## config.mk

```make
export PLATFORM = sky130hd
export DESIGN_NAME = pipelined_addsub_flat
export DESIGN_NICKNAME = d
export VERILOG_FILES = /design/src/rtl/pipelined_addsub_if.sv /design/src/rtl/pipelined_addsub.sv /design/src/flat_wrapper.sv
export SDC_FILE = /design/constraint.sdc
export NUM_CORES = 1
export LEC_CHECK = 0
export ABC_AREA = 0
export BUFFER_PORTS_ARGS = -buffer_cell sky130_fd_sc_hd__buf_2
export CORE_ASPECT_RATIO = 0.5
export CORE_UTILIZATION = 42
export CTS_CLUSTER_DIAMETER = 80
export DETAILED_ROUTE_END_ITERATION = 10
export SYNTH_ARGS = -nofsm -noshare
export SYNTH_HDL_FRONTEND = slang
export SYNTH_SLANG_ARGS = --single-unit
```

## constraint.sdc

```tcl
create_clock -name clk -period 1.55 [get_ports clk]
set_input_delay 0.155 -clock clk [delete_from_list [all_inputs] [get_ports clk]]
set_output_delay 0.155 -clock clk [all_outputs]
set_load 0.02 [all_outputs]
```

## src/rtl/pipelined_addsub_if.sv

```systemverilog
// Valid/ready operand and result channels of the pipelined add/subtract unit.
// master drives operands and out_ready; slave is the arithmetic unit.
interface pipelined_addsub_if #(
  parameter int unsigned WIDTH = 16
) ();
  logic             in_valid;
  logic             in_ready;
  logic [WIDTH-1:0] in_a;
  logic [WIDTH-1:0] in_b;
  logic             in_cin;
  logic             in_sub;
  logic             out_valid;
  logic             out_ready;
  logic [WIDTH-1:0] out_sum;
  logic             out_cout;
  logic             out_ovf;
  logic             out_zero;

  modport master (
    output in_valid, in_a, in_b, in_cin, in_sub, out_ready,
    input  in_ready, out_valid, out_sum, out_cout, out_ovf, out_zero
  );

  modport slave (
    input  in_valid, in_a, in_b, in_cin, in_sub, out_ready,
    output in_ready, out_valid, out_sum, out_cout, out_ovf, out_zero
  );
endinterface

```

## src/rtl/pipelined_addsub.sv

```systemverilog
// Chunked add/subtract pipeline: one WIDTH/STAGES-bit chunk per stage, carry registered between.
// Optional output saturation on signed overflow when ADDSUB_SAT_EN is defined.
module pipelined_addsub #(
  parameter int unsigned WIDTH  = 16,
  parameter int unsigned STAGES = 4
) (
  input logic               clk,
  input logic               rst_n,
  pipelined_addsub_if.slave bus
);
  localparam int unsigned CW   = WIDTH / STAGES;
  localparam int unsigned LAST = STAGES - 1;

  logic [STAGES-1:0] valid_q;
  logic [STAGES-1:0] carry_q;
  logic [STAGES-1:0] sa_q;
  logic [STAGES-1:0] sb_q;
  logic [WIDTH-1:0]  sum_q [STAGES];
  logic [WIDTH-1:0]  a_q   [STAGES];
  logic [WIDTH-1:0]  b_q   [STAGES];

  logic [STAGES-1:0] stage_ready;
  logic [STAGES-1:0] prev_valid;
  logic [STAGES-1:0] prev_carry;
  logic [STAGES-1:0] prev_sa;
  logic [STAGES-1:0] prev_sb;
  logic [WIDTH-1:0]  prev_sum [STAGES];
  logic [WIDTH-1:0]  prev_a   [STAGES];
  logic [WIDTH-1:0]  prev_b   [STAGES];
  logic [WIDTH-1:0]  sum_d    [STAGES];
  logic [STAGES-1:0] carry_d;
  logic [CW:0]       chunk    [STAGES];

  logic [WIDTH-1:0]  raw_sum;
  logic [WIDTH-1:0]  res_sum;
  logic              ovf;

  // A stage can load if it or any stage downstream of it is empty, or the output drains.
  always_comb begin
    for (int k = 0; k < STAGES; k++) begin
      stage_ready[k] = bus.out_ready;
      for (int j = k; j < STAGES; j++) begin
        if (!valid_q[j]) stage_ready[k] = 1'b1;
      end
    end
  end

  always_comb begin
    prev_valid[0] = bus.in_valid;
    prev_a[0]     = bus.in_a;
    prev_b[0]     = bus.in_sub ? ~bus.in_b : bus.in_b;
    prev_carry[0] = bus.in_sub | bus.in_cin;
    prev_sum[0]   = '0;
    prev_sa[0]    = bus.in_a[WIDTH-1];
    prev_sb[0]    = prev_b[0][WIDTH-1];
    for (int k = 1; k < STAGES; k++) begin
      prev_valid[k] = valid_q[k-1];
      prev_a[k]     = a_q[k-1];
      prev_b[k]     = b_q[k-1];
      prev_carry[k] = carry_q[k-1];
      prev_sum[k]   = sum_q[k-1];
      prev_sa[k]    = sa_q[k-1];
      prev_sb[k]    = sb_q[k-1];
    end
    for (int k = 0; k < STAGES; k++) begin
      chunk[k] = {1'b0, prev_a[k][k*CW +: CW]} + {1'b0, prev_b[k][k*CW +: CW]}
               + {{CW{1'b0}}, prev_carry[k]};
      sum_d[k] = prev_sum[k];
      sum_d[k][k*CW +: CW] = chunk[k][CW-1:0];
      carry_d[k] = chunk[k][CW];
    end
  end

  always_ff @(posedge clk or negedge rst_n) begin
    if (!rst_n) begin
      valid_q <= '0;
      carry_q <= '0;
      sa_q    <= '0;
      sb_q    <= '0;
      for (int k = 0; k < STAGES; k++) begin
        sum_q[k] <= '0;
        a_q[k]   <= '0;
        b_q[k]   <= '0;
      end
    end else begin
      for (int k = 0; k < STAGES; k++) begin
        if (stage_ready[k]) begin
          valid_q[k] <= prev_valid[k];
          if (prev_valid[k]) begin
            sum_q[k]   <= sum_d[k];
            a_q[k]     <= prev_a[k];
            b_q[k]     <= prev_b[k];
            carry_q[k] <= carry_d[k];
            sa_q[k]    <= prev_sa[k];
            sb_q[k]    <= prev_sb[k];
          end
        end
      end
    end
  end

  always_comb begin
    raw_sum = sum_q[LAST];
    ovf     = valid_q[LAST] && (sa_q[LAST] == sb_q[LAST]) && (raw_sum[WIDTH-1] != sa_q[LAST]);
`ifdef ADDSUB_SAT_EN
    if (ovf) begin
      res_sum = sa_q[LAST] ? {1'b1, {(WIDTH-1){1'b0}}} : {1'b0, {(WIDTH-1){1'b1}}};
    end else begin
      res_sum = raw_sum;
    end
`else
    res_sum = raw_sum;
`endif
  end

  assign bus.in_ready  = stage_ready[0];
  assign bus.out_valid = valid_q[LAST];
  assign bus.out_sum   = res_sum;
  assign bus.out_cout  = carry_q[LAST];
  assign bus.out_ovf   = ovf;
  // Gated by valid so an idle or freshly reset output never claims a zero result.
  assign bus.out_zero  = valid_q[LAST] && (res_sum == '0);

endmodule
```

## src/flat_wrapper.sv

```systemverilog
// flat-port wrapper written by rule: the top's interface ports become plain ports
module pipelined_addsub_flat 
#(
  parameter int unsigned WIDTH  = 16,
  parameter int unsigned STAGES = 4
)
  (clk, rst_n, bus_in_valid, bus_in_a, bus_in_b, bus_in_cin, bus_in_sub, bus_out_ready, bus_in_ready, bus_out_valid, bus_out_sum, bus_out_cout, bus_out_ovf, bus_out_zero);
  pipelined_addsub_if #(.WIDTH(WIDTH)) bus_i ();
  input logic clk;
  input logic rst_n;
  input wire logic [$bits(bus_i.in_valid)-1:0] bus_in_valid;
  input wire logic [$bits(bus_i.in_a)-1:0] bus_in_a;
  input wire logic [$bits(bus_i.in_b)-1:0] bus_in_b;
  input wire logic [$bits(bus_i.in_cin)-1:0] bus_in_cin;
  input wire logic [$bits(bus_i.in_sub)-1:0] bus_in_sub;
  input wire logic [$bits(bus_i.out_ready)-1:0] bus_out_ready;
  output wire logic [$bits(bus_i.in_ready)-1:0] bus_in_ready;
  output wire logic [$bits(bus_i.out_valid)-1:0] bus_out_valid;
  output wire logic [$bits(bus_i.out_sum)-1:0] bus_out_sum;
  output wire logic [$bits(bus_i.out_cout)-1:0] bus_out_cout;
  output wire logic [$bits(bus_i.out_ovf)-1:0] bus_out_ovf;
  output wire logic [$bits(bus_i.out_zero)-1:0] bus_out_zero;
  assign bus_i.in_valid = bus_in_valid;
  assign bus_i.in_a = bus_in_a;
  assign bus_i.in_b = bus_in_b;
  assign bus_i.in_cin = bus_in_cin;
  assign bus_i.in_sub = bus_in_sub;
  assign bus_i.out_ready = bus_out_ready;
  assign bus_in_ready = bus_i.in_ready;
  assign bus_out_valid = bus_i.out_valid;
  assign bus_out_sum = bus_i.out_sum;
  assign bus_out_cout = bus_i.out_cout;
  assign bus_out_ovf = bus_i.out_ovf;
  assign bus_out_zero = bus_i.out_zero;
  pipelined_addsub #(.WIDTH(WIDTH), .STAGES(STAGES)) u_core (.clk(clk), .rst_n(rst_n), .bus(bus_i));
endmodule
```

==> results of run 1 <==
per-stage QoR:
| step | cells | setup WS, ns | TNS (ns) | utilization, % | power, mW |
|---|---|---|---|---|---|
| final | 560 | -0.2237 | -0.3546 | 57.01 | 9.739 |
| after global routing | 560 | -0.3389 | -1.042 | 57.01 | 10.35 |
| after CTS | 553 | -0.2849 | -0.4544 | 54.97 | 9.479 |
| after detailed placement | 530 | -0.2155 | -1.153 | 50.68 | 7.015 |
| after global placement | 530 | -0.1046 | -0.5468 | 50.68 | 6.873 |
| after floorplan | 333 | -0.2088 | -0.3986 | - | 5.896 |
final timing paths:
kind,start,end,slack (ns),cells past startpoint
max in group asynchronous,rst_n,u_core.a_q[58],0.62,3
hold reg to reg,u_core.b_q[62],u_core.b_q[62],0.48,2
setup / recovery,u_core.bus.out_sum[11],bus_out_zero,-0.22,5
hold / removal,bus_in_a[14],u_core.a_q[62],0.03,2
setup reg to reg,u_core.b_q[52],u_core.prev_sum[23],-0.08,5
min in group asynchronous,rst_n,u_core.b_q[47],0.32,2
timing repair:
| action | in CTS | in global routing |
|---|---|---|
| buffers inserted | 6 | 4 |
| hold buffers | 1 | 0 |
| pin swaps | 10 | 19 |
| gates resized for setup | 24 | 28 |
| hold endpoints to repair | 33 | 0 |
| endpoints found under the setup margin | 13 | 38 |
| gates cloned | 0 | 3 |
synthesized netlist by cell type:
master	n	area [um^2]
mux2_2	58	653.1
nor4b_1	1	8.760
xor2_1	10	87.58
or2_2	1	6.260
nand4_1	1	6.260
xnor2_1	14	122.6
nand2b_1	4	25.02
and2_1	1	6.260
nand4b_2	1	15.01
o21ai_0	29	145.1
o21ai_4	1	16.27
a21oi_1	9	45.04
fa_1	8	160.2
buf_2	8	40.04
clkbuf_2	1	5.000
nand3b_1	1	7.510
nor4_1	3	18.77
nand2_1	34	127.6
dfrtp_1	98	2452
buf_6	2	22.52
mux2_1	8	90.09
inv_1	15	56.30
ha_1	12	150.1
buf_4	2	15.01
a21o_1	7	52.55
nor2_1	4	15.01
metal layers:
metal	GRT usage (%)	vias to the layer above
met4	6.433	0
met2	26.85	62
met1	24.59	1314
met3	4.294	8
met5	0	-
li1	-	1301
layout make-up:
type,count,area [um^2]
Fill cell,839,4195
Sequential cell,98,2452
Multi-Input combinational cell,207,1919
Timing Repair Buffer,89,660.6
Clock buffer,12,256.5
Tap cell,135,168.9
Inverter,15,56.30
Clock inverter,4,50.05
critical path, stage by stage, from the launching register on:
cell and delay [ns]:
dfrtp_1 0.40, nor4_4 0.29, buf_4 0.15, nand4_1 0.11
nor4_2 0.14, buf_2 0.20
flip-flops by register name, indices dropped and copies added (netlist names):
register	flops
u_core.sa_q	1
u_core.carry_q	4
u_core.prev_sum	24
u_core.b_q	24
u_core.a_q	24
u_core.sb_q	1
u_core.valid_q	4
u_core.bus.out_sum	16
power breakdown:
| part | internal [mW] | switching, mW | total, mW |
|---|---|---|---|
| logic | 1.76 | 1.57 | 3.33 |
| registers | 3.45 | 0.722 | 4.17 |
| clock network | 1.34 | 0.901 | 2.24 |
| total | 6.55 | 3.19 | 9.74 |
placed cells by master, fill, tap and decap left out, types with 2 or more instances in the layout:
master	n
dfrtp_1	98
buf_2	56
mux2_2	50
nand2_1	32
buf_4	20
o21ai_0	17
xnor2_1	13
ha_1	12
clkbuf_16	12
o21ai_1	11
inv_1	8
mux2_1	8
mux2_4	8
inv_2	7
a21o_1	7
fa_2	7
xor2_1	6
a21oi_2	6
buf_12	5
nor2_1	4
xor2_2	4
nand2b_1	4
buf_6	4
a21oi_1	3
clkinvlp_4	2
clkbuf_8	2
cells by family after synthesis:
group / share of synthesized area, %
buffers and inverters: 3.192
multiplexers: 17.08
AND/OR/NAND/NOR: 5.436
AO/OA/AOI/OAI: 5.953
XOR/XNOR: 4.832
adder cells (fa/ha/maj): 7.132
flip-flops: 56.37
==> metrics.yaml, run 1 <==
yosysWarnings: 0
overflow: 0
core-area_um2: 9759
drt-vias-per-instance: 4.795
wl_met3_um: 420
status: "finished, violations left"
drt_pass1_iterations: 6
fin_hold_ws_ns: 0.03279
grt_pass1_vias: 2780
clk_pin_slew_ns: 0.06
antenna_found_initial: 0
critPathKind: "register to output pin"
arrival_ns: 1.62
die_area_um2: 10790
worst_slack_ns: -0.2237
max_cap_violations: 0
place_congestion: 0.7972
top_layer: "met4"
end_kind: "output pin"
cts.sinks: 98
ys_ff_latch: 98
path_max_fanout: 2
clock-root-buffer: "clkbuf_16"
finalWirelength_um: 8811
p_per_area_nw_per_um2: 1750
grt_max_degree: 37
drive_above_1_share_pct: 45.88
track_usage_pct: 17.50
dp_hpwl_um: 6333
ys_types: 26
chipWidth_um: 145.9
vias: 2685
syn2layout_area_growth_pct: 27.90
place_area_um2: 4946
final_nets: 478
slew-limit-headroom_pct: 68.30
wl_per_cell_um: 15.73
postRouteAntennaNets: 0
maxSlewViolCount: 0
tightestPinTransition_ns: 0.4755
p_leak_nw: 2.597
period_minus_slack_ns: 1.774
fin_worst_skew_ns: 0.006491
stdcell_area_um2: 5564
ys_seq_area_share_pct: 56.37
hp-class: "input pin to register"
finalHoldViolations: 0
rsz0062_at_grt: "yes"
syn_area_um2: 4350
wl_met1_um: 4562
drc_errors: 0
cts_buffers: 9
clockBufferDepth: 2
clk-insertion-delay-late_ns: 0.33
antenna_cells: 0
setup_violations: 4
cts_tree: "done"
synth_nets: 391
h-tree-depth: 3
cp-start-kind: "register"
pin_count: 59
start_util_pct: 44.58
violations: "setup timing"
ir_worst_vdd_v: 0.0006764
grt_pass1_wl_um: 14170
syn_inst: 333
clock.fmax_mhz: 563.8
row_count: 25
drt_iter0_drc: 122
wl_met2_um: 3707
cp.required_ns: 1.39
die_y_um: 73.97
fin_crit_sh_pct: 114.4
postSynthAreaPerCell_um2: 13.06
port_buffers: 58
Note: power is estimated with default switching activity, not from simulation.
==> run 2, diff against run 1 <==
--- a/config.mk
+++ b/config.mk
@@ -9,6 +9,7 @@
 export BUFFER_PORTS_ARGS = -buffer_cell sky130_fd_sc_hd__buf_2
 export CORE_ASPECT_RATIO = 0.5
 export CORE_UTILIZATION = 42
+export CTS_BUF_LIST = sky130_fd_sc_hd__clkbuf_8
 export CTS_CLUSTER_DIAMETER = 80
 export DETAILED_ROUTE_END_ITERATION = 10
 export SYNTH_ARGS = -nofsm -noshare
==> run 2 against run 1 <==
Against the previous run:
- the run still ends with setup timing left
- setup slack got worse by 0.035 ns
- clock-buffer cell count decreased by 1
- critical path depth did not move
- maximum frequency down 2.0%
- sequential power is essentially flat
- routed wire length up 1.8%
- sequential share of layout area grew 0.39 points
- global-route usage is 0.27 points higher
- combinational power hardly changed
==> metrics.yaml, run 2 (synthesized netlist as in run 1, its figures left out) <==
dp_hpwl_um: 6333
period_minus_slack_ns: 1.809
power_mw: 9.191
fin_worst_skew_ns: 0.004646
crit_buf_inv: 2
place_area_um2: 4946
p_leak_nw: 2.571
stdcell_area_um2: 5515
hp-class: "input pin to register"
vias: 2749
antenna_cells: 0
final_nets: 483
wl_per_cell_um: 15.88
antenna_found_initial: 0
drc_errors: 0
slowest_stage: "dfrtp_1"
die_area_um2: 10790
place_congestion: 0.7972
core-area_um2: 9759
violations: "setup timing"
drt_pass1_iterations: 4
pin_count: 59
rsz0062_at_grt: "yes"
path_cells: "nor4_4 -> buf_4 -> nand4_1 -> nor4_2 -> buf_2"
p_sw_share_pct: 34.41
drt-vias-per-instance: 4.865
fin_util_pct: 56.51
track_usage_pct: 17.78
seqPwrFrac_pct: 45.3
max_stage_delay_ns: 0.42
preCtsSetupSlack_ns: -0.2155
critPathKind: "register to output pin"
r2r_start: "u_core.b_q[52]"
end_kind: "output pin"
grt_pass1_wl_um: 14340
combPwrFrac_pct: 36.4
clock-root-buffer: "clkbuf_8"
p_switching_mw: 3.163
clock.fmax_mhz: 552.8
tightestPinTransition_ns: 0.4821
grt_max_degree: 37
setup_violations: 4
layout_commonest_cell: "dfrtp_1"
tns_ns: -0.4164
cp-startpoint: "u_core.bus.out_sum[11]"
cp-start-kind: "register"
drt_iter0_drc: 102
port_buffers: 58
postRouteAntennaNets: 0
holdCritStartpoint: "bus_in_a[11]"
chipWidth_um: 145.9
p_int_mw: 6.029
die_y_um: 73.97
worst_slack_ns: -0.2591
slew-limit-headroom_pct: 67.86
cts.sinks: 98
start_util_pct: 44.58
maxSlewViolCount: 0
cts_buffers: 9
h-tree-depth: 3
cts_tree: "done"
p_clk_share_pct: 18.3
ir_worst_vdd_v: 0.0006016
arrival_ns: 1.65
status: "finished, violations left"
p_per_area_nw_per_um2: 1667
final_cell_mix: "dfrtp_1 (98), buf_2 (56), mux2_2 (52)"
row_count: 25
fillers: 849
clockBufferDepth: 2
path_delay_family: "simple AND/OR/NAND/NOR gates"
overflow: 0
finalHoldViolations: 0
cp.required_ns: 1.39
grt_pass1_vias: 2808
finalWirelength_um: 8972
path_max_fanout: 2
clk-insertion-delay-late_ns: 0.35
clk_pin_slew_ns: 0.09
max_cap_violations: 0
drive_above_1_share_pct: 45.35
fin_crit_sh_pct: 116.7
syn2layout_area_growth_pct: 26.78
-- run 2: cell types whose count changed in the layout (fill, tap and decap cells not counted) --
cell           change
clkbuf_16          -9
clkbuf_8           +9
dlygate4sd3_1      +6
buf_4              -2
mux2_2             +2
mux2_4             -2
buf_6              +1
clkbuf_1           -1
inv_1              +1
o21ai_1            -1
o21ai_2            +1
-- run 2: path summary, 6_finish.rpt --
check / cells after the start / slack [ns] / to
max: 5 / -0.26 / bus_out_zero
min: 2 / 0.02 / u_core.a_q[59]
max reg2reg: 5 / -0.10 / u_core.prev_sum[23]
min reg2reg: 2 / 0.48 / u_core.b_q[62]
max in group asynchronous: 3 / 0.64 / u_core.prev_sum[22]
min in group asynchronous: 2 / 0.30 / u_core.b_q[47]
-- run 2: timing repair --
item                                    4_1_cts  5_1_grt
cloned                                        0        3
endpoints found under the hold margin        39        0
setup buffers                                 6        3
hold buffers                                  7        0
endpoints found under the setup margin       13       36
pin swaps                                    10       15
gates resized for setup                      28       24
-- run 2: per-layer routing --
metal,vias up,wire (um),global-route usage (%)
li1,1307,-,-
met5,-,0,0
met2,69,3700,26.85
met4,0,158,6.784
met3,14,405,4.663
met1,1359,4707,25.00
-- run 2: area by class of cell --
| type | count | area [um^2] | area share, % |
|---|---|---|---|
| well taps | 135 | 168.9 | 3.063 |
| flip-flops and latches | 98 | 2452 | 44.46 |
| multi-input cells | 207 | 1916 | 34.73 |
| inverters | 15 | 56.30 | 1.021 |
| clock buffers | 11 | 151.4 | 2.745 |
| clock inverters | 5 | 53.80 | 0.9755 |
| repair buffers | 94 | 716.9 | 13.00 |
-- run 2: power groups by stage --
stage | registers [mW] | clock network, mW | logic [mW]
after floorplan | 4.18 | 0 | 1.72
after global placement | 4.12 | 0 | 2.75
after detailed placement | 4.18 | 0 | 2.84
after CTS | 4.13 | 1.73 | 3.08
after global routing | 4.27 | 1.82 | 3.67
final | 4.16 | 1.68 | 3.35
-- run 2: through the flow --
step                      hold slack, ns  std cells
after global placement            0.1421        530
after global routing            0.004977        565
after detailed placement          0.1536        530
after CTS                       0.003068        559
final                            0.02054        565
after floorplan                  -0.1406        333
